File: src/rtl/i2c_txn_arbiter_pkg.sv
// Shared constants for the I2C transaction arbiter: field widths, status codes, FSM states.
package i2c_pkg;

    localparam int unsigned I2C_ADDR_W = 7;
    localparam int unsigned I2C_DATA_W = 8;
    localparam int unsigned STAT_W     = 2;

    localparam logic [STAT_W-1:0] STAT_OK      = 2'b00;
    localparam logic [STAT_W-1:0] STAT_NACK    = 2'b01;
    localparam logic [STAT_W-1:0] STAT_TIMEOUT = 2'b10;

    localparam int unsigned ST_W = 3;
    typedef logic [ST_W-1:0] arb_state_t;

    localparam arb_state_t ST_IDLE      = 3'd0;
    localparam arb_state_t ST_ISSUE     = 3'd1;
    localparam arb_state_t ST_WAIT_BUSY = 3'd2;
    localparam arb_state_t ST_WAIT_DONE = 3'd3;
    localparam arb_state_t ST_RESP      = 3'd4;

endpackage

File: src/rtl/i2c_txn_arbiter_if.sv
// Requester-side and engine-side signals of the arbiter, bundled as one bus.
interface i2c_txn_arbiter_if
    import i2c_pkg::*;
#(
    parameter int unsigned NUM_REQ = 4
);
    logic [NUM_REQ-1:0]            req_valid;
    logic [NUM_REQ*I2C_ADDR_W-1:0] req_addr;
    logic [NUM_REQ-1:0]            req_rw;
    logic [NUM_REQ*I2C_DATA_W-1:0] req_wdata;
    logic [NUM_REQ-1:0]            req_gnt;
    logic [NUM_REQ-1:0]            rsp_valid;
    logic [NUM_REQ-1:0]            rsp_ready;
    logic [I2C_DATA_W-1:0]         rsp_rdata;
    logic [STAT_W-1:0]             rsp_status;

    logic                          m_start;
    logic [I2C_ADDR_W-1:0]         m_addr;
    logic                          m_rw;
    logic [I2C_DATA_W-1:0]         m_wdata;
    logic                          m_abort;
    logic                          m_busy;
    logic                          m_done;
    logic                          m_nack;
    logic [I2C_DATA_W-1:0]         m_rdata;

    // Arbiter view.
    modport slave (
        input  req_valid, req_addr, req_rw, req_wdata, rsp_ready,
               m_busy, m_done, m_nack, m_rdata,
        output req_gnt, rsp_valid, rsp_rdata, rsp_status,
               m_start, m_addr, m_rw, m_wdata, m_abort
    );

    // Environment view: requesters plus engine.
    modport master (
        output req_valid, req_addr, req_rw, req_wdata, rsp_ready,
               m_busy, m_done, m_nack, m_rdata,
        input  req_gnt, rsp_valid, rsp_rdata, rsp_status,
               m_start, m_addr, m_rw, m_wdata, m_abort
    );

endinterface

File: src/rtl/i2c_txn_arbiter_rr_arbiter.sv
// Combinational round-robin picker: first request after i_ptr, with wrap-around.
module rr_arbiter #(
    parameter int unsigned NUM_REQ = 4,
    parameter int unsigned IDX_W   = (NUM_REQ > 1) ? $clog2(NUM_REQ) : 1
) (
    input  logic [NUM_REQ-1:0] i_req,
    input  logic [IDX_W-1:0]   i_ptr,
    input  logic               i_en,
    output logic [NUM_REQ-1:0] o_gnt_c,
    output logic [IDX_W-1:0]   o_idx_c
);

    logic        w_found;
    int unsigned w_j;

    always_comb begin
        o_gnt_c = '0;
        o_idx_c = '0;
        w_found = 1'b0;
        w_j     = 0;
        for (int unsigned k = 1; k <= NUM_REQ; k++) begin
            w_j = (32'(i_ptr) + k) % NUM_REQ;
            if (i_en && !w_found && i_req[IDX_W'(w_j)]) begin
                w_found                = 1'b1;
                o_gnt_c[IDX_W'(w_j)]   = 1'b1;
                o_idx_c                = IDX_W'(w_j);
            end
        end
    end

endmodule

File: src/rtl/i2c_txn_arbiter.sv
// Shares one I2C byte engine among NUM_REQ requesters: round-robin grant,
// single outstanding transaction, timeout supervision, per-requester response.
module i2c_txn_arbiter
    import i2c_pkg::*;
#(
    parameter int unsigned NUM_REQ        = 4,
    parameter int unsigned TIMEOUT_CYCLES = 4096,
    parameter int unsigned TO_W           = 13
) (
    input  logic              clk,
    input  logic              reset,
    i2c_txn_arbiter_if.slave  bus
);

    localparam int unsigned IDX_W = (NUM_REQ > 1) ? $clog2(NUM_REQ) : 1;

    if ((NUM_REQ < 2) || (NUM_REQ > 8)) begin : g_bad_num_req
        $error("i2c_txn_arbiter: NUM_REQ must be in 2..8");
    end
    if ((64'(1) << TO_W) <= 64'(TIMEOUT_CYCLES)) begin : g_bad_to_w
        $error("i2c_txn_arbiter: TO_W too narrow for TIMEOUT_CYCLES");
    end

    arb_state_t            r_state,   nxt_state;
    logic [IDX_W-1:0]      r_ptr,     nxt_ptr;
    logic [TO_W-1:0]       r_cnt,     nxt_cnt;
    logic [NUM_REQ-1:0]    r_gnt,     nxt_gnt;
    logic                  r_start,   nxt_start;
    logic                  r_abort,   nxt_abort;
    logic [I2C_ADDR_W-1:0] r_m_addr,  nxt_m_addr;
    logic                  r_m_rw,    nxt_m_rw;
    logic [I2C_DATA_W-1:0] r_m_wdata, nxt_m_wdata;
    logic [NUM_REQ-1:0]    r_rsp_valid, nxt_rsp_valid;
    logic [I2C_DATA_W-1:0] r_rdata,   nxt_rdata;
    logic [STAT_W-1:0]     r_status,  nxt_status;

    logic                  w_arb_en;
    logic [NUM_REQ-1:0]    w_arb_gnt;
    logic [IDX_W-1:0]      w_arb_idx;
    logic [NUM_REQ-1:0]    w_ptr_onehot;

    // Arbitration only while idle and the engine is free.
    assign w_arb_en     = (r_state == ST_IDLE) && !bus.m_busy;
    assign w_ptr_onehot = NUM_REQ'(1) << r_ptr;

    rr_arbiter #(
        .NUM_REQ (NUM_REQ),
        .IDX_W   (IDX_W)
    ) u_rr (
        .i_req   (bus.req_valid),
        .i_ptr   (r_ptr),
        .i_en    (w_arb_en),
        .o_gnt_c (w_arb_gnt),
        .o_idx_c (w_arb_idx)
    );

    always_ff @(posedge clk) begin
        if (reset) begin
            r_state     <= ST_IDLE;
            r_ptr       <= IDX_W'(NUM_REQ - 1);
            r_cnt       <= '0;
            r_gnt       <= '0;
            r_start     <= 1'b0;
            r_abort     <= 1'b0;
            r_m_addr    <= '0;
            r_m_rw      <= 1'b0;
            r_m_wdata   <= '0;
            r_rsp_valid <= '0;
            r_rdata     <= '0;
            r_status    <= STAT_OK;
        end else begin
            r_state     <= nxt_state;
            r_ptr       <= nxt_ptr;
            r_cnt       <= nxt_cnt;
            r_gnt       <= nxt_gnt;
            r_start     <= nxt_start;
            r_abort     <= nxt_abort;
            r_m_addr    <= nxt_m_addr;
            r_m_rw      <= nxt_m_rw;
            r_m_wdata   <= nxt_m_wdata;
            r_rsp_valid <= nxt_rsp_valid;
            r_rdata     <= nxt_rdata;
            r_status    <= nxt_status;
        end
    end

    // Next-state and next-output logic; pulses default low, latched fields hold.
    always_comb begin
        nxt_state     = r_state;
        nxt_ptr       = r_ptr;
        nxt_cnt       = r_cnt;
        nxt_gnt       = '0;
        nxt_start     = 1'b0;
        nxt_abort     = 1'b0;
        nxt_m_addr    = r_m_addr;
        nxt_m_rw      = r_m_rw;
        nxt_m_wdata   = r_m_wdata;
        nxt_rsp_valid = r_rsp_valid;
        nxt_rdata     = r_rdata;
        nxt_status    = r_status;

        case (r_state)
            ST_IDLE: begin
                if (|w_arb_gnt) begin
                    nxt_gnt     = w_arb_gnt;
                    nxt_ptr     = w_arb_idx;
                    nxt_m_addr  = bus.req_addr[32'(w_arb_idx)*I2C_ADDR_W +: I2C_ADDR_W];
                    nxt_m_rw    = bus.req_rw[w_arb_idx];
                    nxt_m_wdata = bus.req_wdata[32'(w_arb_idx)*I2C_DATA_W +: I2C_DATA_W];
                    nxt_state   = ST_ISSUE;
                end
            end
            ST_ISSUE: begin
                nxt_start = 1'b1;
                nxt_cnt   = '0;
                nxt_state = ST_WAIT_BUSY;
            end
            ST_WAIT_BUSY, ST_WAIT_DONE: begin
                // m_done takes precedence over a timeout in the same cycle.
                if (bus.m_done) begin
                    nxt_status    = bus.m_nack ? STAT_NACK : STAT_OK;
                    nxt_rdata     = (r_m_rw && !bus.m_nack) ? bus.m_rdata : '0;
                    nxt_rsp_valid = w_ptr_onehot;
                    nxt_state     = ST_RESP;
                end else if (r_cnt == TO_W'(TIMEOUT_CYCLES - 1)) begin
                    nxt_abort     = 1'b1;
                    nxt_status    = STAT_TIMEOUT;
                    nxt_rdata     = '0;
                    nxt_rsp_valid = w_ptr_onehot;
                    nxt_state     = ST_RESP;
                end else begin
                    if (r_cnt != {TO_W{1'b1}}) begin
                        nxt_cnt = r_cnt + TO_W'(1);
                    end
                    if ((r_state == ST_WAIT_BUSY) && bus.m_busy) begin
                        nxt_state = ST_WAIT_DONE;
                    end
                end
            end
            ST_RESP: begin
                if (bus.rsp_ready[r_ptr]) begin
                    nxt_rsp_valid = '0;
                    nxt_state     = ST_IDLE;
                end
            end
            default: begin
                nxt_state = ST_IDLE;
            end
        endcase
    end

    assign bus.req_gnt    = r_gnt;
    assign bus.rsp_valid  = r_rsp_valid;
    assign bus.rsp_rdata  = r_rdata;
    assign bus.rsp_status = r_status;
    assign bus.m_start    = r_start;
    assign bus.m_addr     = r_m_addr;
    assign bus.m_rw       = r_m_rw;
    assign bus.m_wdata    = r_m_wdata;
    assign bus.m_abort    = r_abort;

endmodule

File: src/flat_wrapper.sv
// flat-port wrapper written by rule: the top's interface ports become plain ports
module i2c_txn_arbiter_flat import i2c_pkg::*;
#(
    parameter int unsigned NUM_REQ        = 4,
    parameter int unsigned TIMEOUT_CYCLES = 4096,
    parameter int unsigned TO_W           = 13
)
  (clk, reset, bus_req_valid, bus_req_addr, bus_req_rw, bus_req_wdata, bus_rsp_ready, bus_m_busy, bus_m_done, bus_m_nack, bus_m_rdata, bus_req_gnt, bus_rsp_valid, bus_rsp_rdata, bus_rsp_status, bus_m_start, bus_m_addr, bus_m_rw, bus_m_wdata, bus_m_abort);
  i2c_txn_arbiter_if #(.NUM_REQ(NUM_REQ)) bus_i ();
  input  logic clk;
  input  logic reset;
  input wire logic [$bits(bus_i.req_valid)-1:0] bus_req_valid;
  input wire logic [$bits(bus_i.req_addr)-1:0] bus_req_addr;
  input wire logic [$bits(bus_i.req_rw)-1:0] bus_req_rw;
  input wire logic [$bits(bus_i.req_wdata)-1:0] bus_req_wdata;
  input wire logic [$bits(bus_i.rsp_ready)-1:0] bus_rsp_ready;
  input wire logic [$bits(bus_i.m_busy)-1:0] bus_m_busy;
  input wire logic [$bits(bus_i.m_done)-1:0] bus_m_done;
  input wire logic [$bits(bus_i.m_nack)-1:0] bus_m_nack;
  input wire logic [$bits(bus_i.m_rdata)-1:0] bus_m_rdata;
  output wire logic [$bits(bus_i.req_gnt)-1:0] bus_req_gnt;
  output wire logic [$bits(bus_i.rsp_valid)-1:0] bus_rsp_valid;
  output wire logic [$bits(bus_i.rsp_rdata)-1:0] bus_rsp_rdata;
  output wire logic [$bits(bus_i.rsp_status)-1:0] bus_rsp_status;
  output wire logic [$bits(bus_i.m_start)-1:0] bus_m_start;
  output wire logic [$bits(bus_i.m_addr)-1:0] bus_m_addr;
  output wire logic [$bits(bus_i.m_rw)-1:0] bus_m_rw;
  output wire logic [$bits(bus_i.m_wdata)-1:0] bus_m_wdata;
  output wire logic [$bits(bus_i.m_abort)-1:0] bus_m_abort;
  assign bus_i.req_valid = bus_req_valid;
  assign bus_i.req_addr = bus_req_addr;
  assign bus_i.req_rw = bus_req_rw;
  assign bus_i.req_wdata = bus_req_wdata;
  assign bus_i.rsp_ready = bus_rsp_ready;
  assign bus_i.m_busy = bus_m_busy;
  assign bus_i.m_done = bus_m_done;
  assign bus_i.m_nack = bus_m_nack;
  assign bus_i.m_rdata = bus_m_rdata;
  assign bus_req_gnt = bus_i.req_gnt;
  assign bus_rsp_valid = bus_i.rsp_valid;
  assign bus_rsp_rdata = bus_i.rsp_rdata;
  assign bus_rsp_status = bus_i.rsp_status;
  assign bus_m_start = bus_i.m_start;
  assign bus_m_addr = bus_i.m_addr;
  assign bus_m_rw = bus_i.m_rw;
  assign bus_m_wdata = bus_i.m_wdata;
  assign bus_m_abort = bus_i.m_abort;
  i2c_txn_arbiter #(.NUM_REQ(NUM_REQ), .TIMEOUT_CYCLES(TIMEOUT_CYCLES), .TO_W(TO_W)) u_core (.clk(clk), .reset(reset), .bus(bus_i));
endmodule
File: config.mk
export PLATFORM = sky130hd
export DESIGN_NAME = i2c_txn_arbiter_flat
export DESIGN_NICKNAME = d
export VERILOG_FILES = /design/src/rtl/i2c_txn_arbiter_pkg.sv /design/src/rtl/i2c_txn_arbiter_if.sv /design/src/rtl/i2c_txn_arbiter_rr_arbiter.sv /design/src/rtl/i2c_txn_arbiter.sv /design/src/flat_wrapper.sv
export SDC_FILE = /design/constraint.sdc
export NUM_CORES = 1
export LEC_CHECK = 0
export ABC_AREA = 1
export ABC_CLOCK_PERIOD_IN_PS = 5100
export BUFFER_PORTS_ARGS = -buffer_cell sky130_fd_sc_hd__buf_2
export CAP_MARGIN = 20
export CORE_MARGIN = 8
export CORE_UTILIZATION = 54
export CTS_CLUSTER_SIZE = 20
export DETAILED_ROUTE_END_ITERATION = 7
export PLACE_DENSITY = 0.85
export SKIP_LAST_GASP = 1
export SYNTH_ARGS = -nofsm -noshare
export SYNTH_HDL_FRONTEND = slang
export SYNTH_HIERARCHICAL = 1
export SYNTH_SLANG_ARGS = --single-unit
File: constraint.sdc
create_clock -name clk -period 5.1 [get_ports clk]
set_input_delay 0.765 -clock clk [delete_from_list [all_inputs] [get_ports clk]]
set_output_delay 0.765 -clock clk [all_outputs]
set_load 0.02 [all_outputs]
==> impl_summary.log, run 1 <==
[metrics] maximum number of pins on one net before global-route repair: 34
[metrics] total global-route track usage: about 22%
[metrics] synthesized flop and latch total: 54
[metrics] critical setup path kind: reg -> reg
[metrics] proportion of total power due to net switching: a little under half
[metrics] post-synthesis cell type with the largest combined area: dfxtp_1
[metrics] share of power burned in registers: 31.1%
[metrics] part of the power in the clock network: 16.5%
[metrics] placement-stage worst setup slack: 1.50 ns
[metrics] Data required, critical path: 5.34 ns
[metrics] Floorplan Core Area: ~6000 sq um
[metrics] proportion of layout cells with a drive suffix above 1: 26.5%
[metrics] sum of negative setup slack: 0 ns
[metrics] power per unit of standard cell area: 433 nW/um^2
[metrics] Syn Area/Cell: 6.49 sq um
[metrics] Final min period: 3.70 ns
[metrics] Post-CTS Setup Bufs: 0
[metrics] clock tree skew after final layout: 0.00517 ns
[metrics] Worst Reg2Reg Path Length in Cells: 15
[metrics] iteration count of the initial detailed-routing pass: 5
[metrics] setup slack after layout: 1.40 ns
[metrics] run status: complete, no violations
[metrics] total setup violations reported at the end of the flow: 0
[metrics] num rows: 28
[metrics] number of input and output port buffers inserted: between 100 and 150
[metrics] clk slew on worst S/H paths: approximately 0.10 ns
[metrics] initial core utilization: 56.2%
[metrics] top cell type's share of synthesized area: 32.1%
[metrics] drt drc: 0
[metrics] number of clock sinks: 54
[metrics] Startpoint Class: flop
[metrics] CTS Root Buffer Type: clkbuf_8
[metrics] total overflow reported by the global router: 0
[metrics] hold buffer count at cts: 0
[metrics] cell occurring most often along the worst timing path: inv_1
[metrics] transition time of the tightest slew-check pin: 0.828 ns
[metrics] Max Clk Rate: 0.270 GHz
[metrics] critical path's slowest cell: dfxtp_1
[metrics] worst skew pair latency: 0.31 ns
[metrics] Netlist Area Pre-Place: 3370 sq um
[metrics] width of the die: 95.0 um
[metrics] Resize count post-CTS: 0
[metrics] Net Count, Synth: 612
[metrics] instance count of the mapped netlist: 519
[metrics] commonest register cell after synthesis: dfxtp_1
[metrics] via count: 3794
[metrics] number of max-slew violations in the final report: 0
[metrics] buffering stage count on the worst path with inverters included: 4
[metrics] antenna diode instance count: 0
[metrics] Initial DRC Count: 248
[metrics] Net Sw Power: 841 uW
[metrics] detailed-route wire length per cell: 14.2 um
[metrics] layout overhead on the synthesized area: 21.6%
[metrics] maximum clock path buffer count: 2
[metrics] number of distinct library cells after synthesis: 36
[metrics] synth cell count leaders: 104 x nor2_1, 94 x nand2_1, 54 x dfxtp_1, 51 x o21ai_0, 44 x inv_1
[metrics] final core utilization: 68.3%
[metrics] leak pwr: 0.00200 uW
[metrics] full die area: 9020 sq um
[metrics] depth of the worst hold-timing path: 2
[metrics] via count of the first global-routing pass: 3732
[metrics] Worst path max stage delay: 0.67 ns
[metrics] number of hold-slack violations in the final timing report: 0
[metrics] Max rail drop VDD: approximately 260 uV
[metrics] Detailed Place HPWL: 7710 um
[metrics] worst min path class: reg -> reg
[metrics] cell with the most instances after synthesis: nor2_1
[metrics] wire length after detailed routing: 9990 um
[metrics] # H-tree levels: 2
[metrics] number of synthesis warnings: 6
[metrics] final RePlAce weighted congestion: 0.895
[metrics] proportion of register bits with asynchronous set or reset after synthesis: 0%
[metrics] cell types occupying the most area after synthesis: dfxtp_1 32%, nor2_1 12%, nand2_1 10%, o21ai_0 7.6%, nand3_1 5.6%
[metrics] height of the die: 95.0 um
[metrics] Max Cap Viol: 0
[metrics] internal portion of total power: 930 uW
[metrics] initial antenna violation count: 0
[metrics] total clock buffers created by CTS: 5
[metrics] final hold slack: 0.470 ns
[metrics] proportion of synthesized chip area in sequential cells: roughly 32%
[metrics] largest fanout on the critical path: 22
[metrics] clock tree from TritonCTS: done
[metrics] combinational group share of total power: 52.4%
[metrics] I/O pin count: 121
[metrics] number of flops mapped to enable cells by yosys: 0
[metrics] number of nets with antenna violations after routing: 0
[metrics] Crit path arrival time: 3.94 ns
[metrics] global-route wire length before repair: 16500 um
[metrics] element type at the critical path end: flop
[metrics] normalized max-slew margin: 44.7%
[metrics] share of the cycle needed by the critical path after routing: 72.5%
[metrics] logic depth of the worst setup path including buffers: 15
[metrics] number of nets in the finished design: around 720
[metrics] Via-to-Cell Ratio: 5.38
[metrics] RSZ-0062 raised after global routing: false
[metrics] crit-path cells: inv_2 -> ha_1 -> inv_1 -> nand3_2 -> nand2_4 -> nand2_2 -> nor2_4 -> nand3_1 -> nand3_1 -> inv_1 -> nand4_1 -> nand2_1 -> inv_1 -> nand2_1 -> nor2_1
[metrics] largest delay contributor family on the critical path: simple AND/OR/NAND/NOR gates
==> worst paths after layout <==
path	slack, ns	from	endpoint
worst max-delay path	1.40	u_core/r_ptr[0]	u_core/bus.req_gnt[0]
worst min-delay path	0.47	u_core/bus.rsp_rdata[4]	u_core/bus.rsp_rdata[4]
worst max register to register	1.40	u_core/r_ptr[0]	u_core/bus.req_gnt[0]
worst min register to register	0.47	u_core/bus.rsp_rdata[4]	u_core/bus.rsp_rdata[4]
==> area by class of cell <==
cell class | instances | area, sq um
multi-input cells | 394 | 1990
fillers | 547 | 1900
flip-flops and latches | 54 | 1080
repair buffers | 121 | 608
inverters | 53 | 204
well taps | 75 | 93.8
clock buffers | 5 | 68.8
clock inverters | 3 | 43.8
==> worst register-to-register path, cell delays in order, from the launching register on <==
cell	delay [ns]
dfxtp_1	0.67
inv_2	0.23
ha_1	0.40
inv_1	0.12
nand3_2	0.10
nand2_4	0.12
nand2_2	0.07
nor2_4	0.22
nand3_1	0.12
nand3_1	0.10
inv_1	0.05
nand4_1	0.13
nand2_1	0.42
inv_1	0.51
nand2_1	0.22
nor2_1	0.15
==> stage by stage <==
| stage | total power [uW] | cells | area (sq um) |
|---|---|---|---|
| 6_report | 1770 | 705 | 4090 |
| 3_5_place_dp | 1470 | 697 | 3980 |
| 5_1_grt | 1910 | 705 | 4090 |
| 4_1_cts | 1770 | 705 | 4090 |
| 3_3_place_gp | 1440 | 697 | 3980 |
| 2_1_floorplan | 1260 | 519 | 3370 |
==> sequential cells by signal (all words and copies together) (netlist names) <==
register               flops
u_core/r_cnt              13
u_core/bus.m_wdata         8
u_core/bus.rsp_rdata       8
u_core/bus.m_addr          7
u_core/bus.req_gnt         4
u_core/bus.rsp_valid       4
u_core/r_state             3
u_core/bus.rsp_status      2
u_core/r_ptr               2
u_core/bus.m_abort         1
u_core/bus.m_rw            1
u_core/bus.m_start         1
==> layer usage <==
layer / wire [um] / vias up / GRT usage [%] / share of wire [%]
met4: 195 / 0 / 8.19 / 2.0
li1: - / 1906 / - / -
met2: 4790 / 162 / 38.0 / 48
met1: 4240 / 1705 / 26.4 / 42
met5: 0 / - / 0 / 0
met3: 768 / 21 / 5.24 / 7.7
==> cell usage in the layout (no fill, tap or decap), types with 8 or more instances in the layout <==
cell type,instances
a21oi_1,19
buf_2,120
dfxtp_1,54
ha_1,8
inv_1,44
nand2_1,94
nand2_2,10
nand3_1,38
nand4_1,10
nor2_1,104
nor3_1,9
o21ai_0,51
o22ai_1,15
==> power by group through the flow <==
stage	combinational, uW	clock [uW]	sequential, uW
2_1_floorplan	657	0	604
6_report	927	293	551
3_5_place_dp	915	0	557
3_3_place_gp	887	0	554
5_1_grt	1030	312	560
4_1_cts	917	299	550
==> cells by family after synthesis <==
kind of cell    after synthesis  share of synthesized area (%)
compound gates               89                           14.0
xor+xnor                      1                          0.260
fa+ha+maj                     8                           2.97
buf+inv                      71                           8.70
flops                        54                           32.1
simple gates                296                           42.0
Note: power is estimated with default switching activity, not from simulation.
==> inputs of run 2 (changes only) <==
--- a/config.mk
+++ b/config.mk
@@ -6,14 +6,14 @@
 export NUM_CORES = 1
 export LEC_CHECK = 0
 export ABC_AREA = 1
-export ABC_CLOCK_PERIOD_IN_PS = 5100
+export ABC_CLOCK_PERIOD_IN_PS = 3300
 export BUFFER_PORTS_ARGS = -buffer_cell sky130_fd_sc_hd__buf_2
 export CAP_MARGIN = 20
 export CORE_MARGIN = 8
-export CORE_UTILIZATION = 54
+export CORE_UTILIZATION = 45
 export CTS_CLUSTER_SIZE = 20
 export DETAILED_ROUTE_END_ITERATION = 7
-export PLACE_DENSITY = 0.85
+export PLACE_DENSITY = 0.75
 export SKIP_LAST_GASP = 1
 export SYNTH_ARGS = -nofsm -noshare
 export SYNTH_HDL_FRONTEND = slang
==> constraint.sdc (replaced) <==
create_clock -name clk -period 3.3 [get_ports clk]
set_input_delay 0.495 -clock clk [delete_from_list [all_inputs] [get_ports clk]]
set_output_delay 0.495 -clock clk [all_outputs]
set_load 0.02 [all_outputs]
==> run 2 against run 1 <==
  * First-iteration DRC count is 19% lower
  * Register-to-register slack worse by 0.93 ns
  * Clock power is 58% higher
  * Core utilization is 11 points lower
  * Flip-flop and latch count stayed put
  * Non-clock buffer count is 5 higher
  * Cell area is 1.9% higher
  * Combinational power is 60% higher
  * Largest power group unchanged
==> impl_summary.log, run 2 (synthesis gave the netlist of run 1 again) <==
[metrics] CTS Root Buffer Type: clkbuf_8
[metrics] transition time of the tightest slew-check pin: 0.672 ns (-0.156 ns)
[metrics] iteration count of the initial detailed-routing pass: 5 (unchanged)
[metrics] antenna diode instance count: 0 (unchanged)
[metrics] initial antenna violation count: 0 (unchanged)
[metrics] depth of the worst hold-timing path: 3 (+1)
[metrics] Max Clk Rate: 0.354 GHz (+31%)
[metrics] Worst path max stage delay: 0.38 ns (-0.29 ns)
[metrics] drt drc: 0 (unchanged)
[metrics] Post-CTS Setup Bufs: 0 (unchanged)
[metrics] width of the die: 103 um (+7.9%)
[metrics] proportion of layout cells with a drive suffix above 1: 27.1% (+0.58 points)
[metrics] clock tree skew after final layout: 0.0117 ns (+0.00658 ns)
[metrics] total overflow reported by the global router: 0 (unchanged)
[metrics] placement-stage worst setup slack: 0.505 ns (-0.996 ns)
[metrics] Initial DRC Count: 200 (-19%)
[metrics] launch point of the worst path: u_core/r_ptr[1]
[metrics] layout overhead on the synthesized area: 23.8%
[metrics] global-route wire length before repair: 16000 um (-3.1%)
[metrics] total clock buffers created by CTS: 5 (unchanged)
[metrics] number of max-slew violations in the final report: 0 (unchanged)
[metrics] Crit path arrival time: 3.06 ns (-0.88 ns)
[metrics] final RePlAce weighted congestion: 0.915 (+2.2%)
[metrics] normalized max-slew margin: 55.1% (+10 points)
[metrics] total setup violations reported at the end of the flow: 0 (unchanged)
[metrics] Floorplan Core Area: 7250 sq um (+21%)
[metrics] num rows: 31 (+11%)
[metrics] run status: complete, no violations
[metrics] post-route cell area: 4170 sq um (+1.9%)
[metrics] number of nets in the finished design: 727 (+0.69%)
[metrics] via count: 3700 (-2.5%)
[metrics] endpoint of the worst hold path: u_core/bus.rsp_rdata[3]
[metrics] most used cells in the layout excluding fill and tap cells: 120 x buf_2, 104 x nor2_1, 94 x nand2_1, 54 x dfxtp_1, 51 x o21ai_0
[metrics] setup slack after layout: 0.478 ns (-0.925 ns)
[metrics] number of nets with antenna violations after routing: 0 (unchanged)
[metrics] clock tree from TritonCTS: done
[metrics] Hold Startpoint: bus_m_rdata[3]
[metrics] number of input and output port buffers inserted: 120 (unchanged)
[metrics] initial core utilization: 46.4% (-9.8 points)
[metrics] Max Cap Viol: 0 (unchanged)
[metrics] final non-filler cell total: 734 (+4.1%)
[metrics] most flop-heavy register: u_core/r_cnt
[metrics] maximum number of pins on one net before global-route repair: 33 (-2.9%)
[metrics] power per unit of standard cell area: 665 nW/um^2 (+54%)
[metrics] sum of negative setup slack: 0 ns (unchanged)
[metrics] Critical R2R Launch: u_core/r_ptr[1]
[metrics] Reg2Reg Capture Point: u_core/bus.m_wdata[4]
[metrics] maximum clock path buffer count: 2 (unchanged)
[metrics] detailed-route wire length per cell: 13.0 um (-8.5%)
[metrics] reg-to-reg slack, setup: 0.48 ns (-0.93 ns)
[metrics] most common cell after layout, fill and taps aside: buf_2
[metrics] count of filler cells inserted in the layout: 733 (+34%)
[metrics] Via-to-Cell Ratio: 5.04 (-6.3%)
[metrics] # H-tree levels: 2 (unchanged)
[metrics] total global-route track usage: 18.5% (-3.7 points)
[metrics] worst min path class: in -> reg
[metrics] critical setup path kind: reg -> reg
[metrics] wire length after detailed routing: 9520 um (-4.7%)
[metrics] Data required, critical path: 3.54 ns (-1.80 ns)
[metrics] clk slew on worst S/H paths: 0.10 ns (about the same)
[metrics] Max rail drop VDD: 317 uV (+21%)
[metrics] final hold slack: 0.447 ns (-0.0227 ns)
[metrics] dpl cell area: 4050 sq um (+1.7%)
[metrics] number of clock sinks: 54 (unchanged)
[metrics] RSZ-0062 raised after global routing: false
[metrics] Detailed Place HPWL: 7630 um (-1.1%)
[metrics] Largest register FFs: 13 (unchanged)
[metrics] largest fanout on the critical path: 16 (-27%)
[metrics] Final min period: 2.82 ns (-0.875 ns)
[metrics] Resize count post-CTS: 0 (unchanged)
[metrics] I/O pin count: 121 (unchanged)
[metrics] worst skew pair latency: 0.30 ns (about the same)
[metrics] full die area: 10500 sq um (+17%)
[metrics] element type at the critical path end: flop
[metrics] height of the die: 103 um (+7.9%)
[metrics] Startpoint Class: flop
[metrics] number of hold-slack violations in the final timing report: 0 (unchanged)
[metrics] Worst Reg2Reg Path Length in Cells: 14 (-1)
[metrics] hold buffer count at cts: 0 (unchanged)
[metrics] placed cells: 726 (+4.2%)
[metrics] leak pwr: 0.00202 uW (+1.3%)
[metrics] critical path's slowest cell: ha_1
[metrics] crit-path cells: inv_1 -> ha_1 -> inv_1 -> nand3_1 -> and2_1 -> nor2_4 -> nand3_1 -> nand3_1 -> buf_4 -> inv_1 -> o21ai_0 -> o22ai_1 -> nor2_1 -> nor2_1
[metrics] share of the cycle needed by the critical path after routing: 85.5% (+13 points)
[metrics] via count of the first global-routing pass: 3636 (-2.6%)
-- run 2: power breakdown --
part / internal [uW] / total, uW / leakage (uW) / switching (uW)
sequential: 759 / 827 / 0.000440 / 67.9
combinational: 483 / 1480 / 0.00152 / 1000
clock: 250 / 462 / 0.0000618 / 212
-- run 2: critical path: cells and delay by family (launching register included) --
family                   cells  cell delay (ns)
AND/OR/NAND/NOR              7             0.83
AO/OA/AOI/OAI                2             0.39
flip-flops                   1             0.35
buffers and inverters        4             0.79
adder cells (fa/ha/maj)      1             0.38
-- run 2: per-layer routing --
layer	up-vias	global-route usage [%]	wire (um)
met1	1656	21.2	4060
met5	-	0	0
li1	1918	-	-
met4	0	3.16	30
met2	122	33.0	4640
met3	4	5.94	786
-- run 2: final cells by class --
cell class	instances	area (sq um)	share of cell area, %
Multi-Input combinational cell	394	1990	47.8
Sequential cell	54	1080	25.9
Timing Repair Buffer	126	646	15.5
Inverter	53	204	4.89
Tap cell	99	124	2.97
Clock buffer	6	82.6	1.98
Clock inverter	2	38.8	0.930
-- run 2: worst max-delay path by stage --
stage                                  endpoint  depth (start not counted)
after floorplan            u_core/bus.m_addr[4]                         16
after global placement    u_core/bus.m_wdata[4]                         14
after detailed placement  u_core/bus.m_wdata[4]                         14
after CTS                 u_core/bus.m_wdata[4]                         14
after global routing      u_core/bus.m_wdata[5]                         14
final                     u_core/bus.m_wdata[4]                         14
-- run 2: through the flow --
stage / power (uW) / utilization (%)
floorplan: 1950 / -
global placement: 2280 / 55.8
detailed placement: 2320 / 55.8
CTS: 2790 / 57.5
global route: 3000 / 57.5
finish: 2770 / 57.5
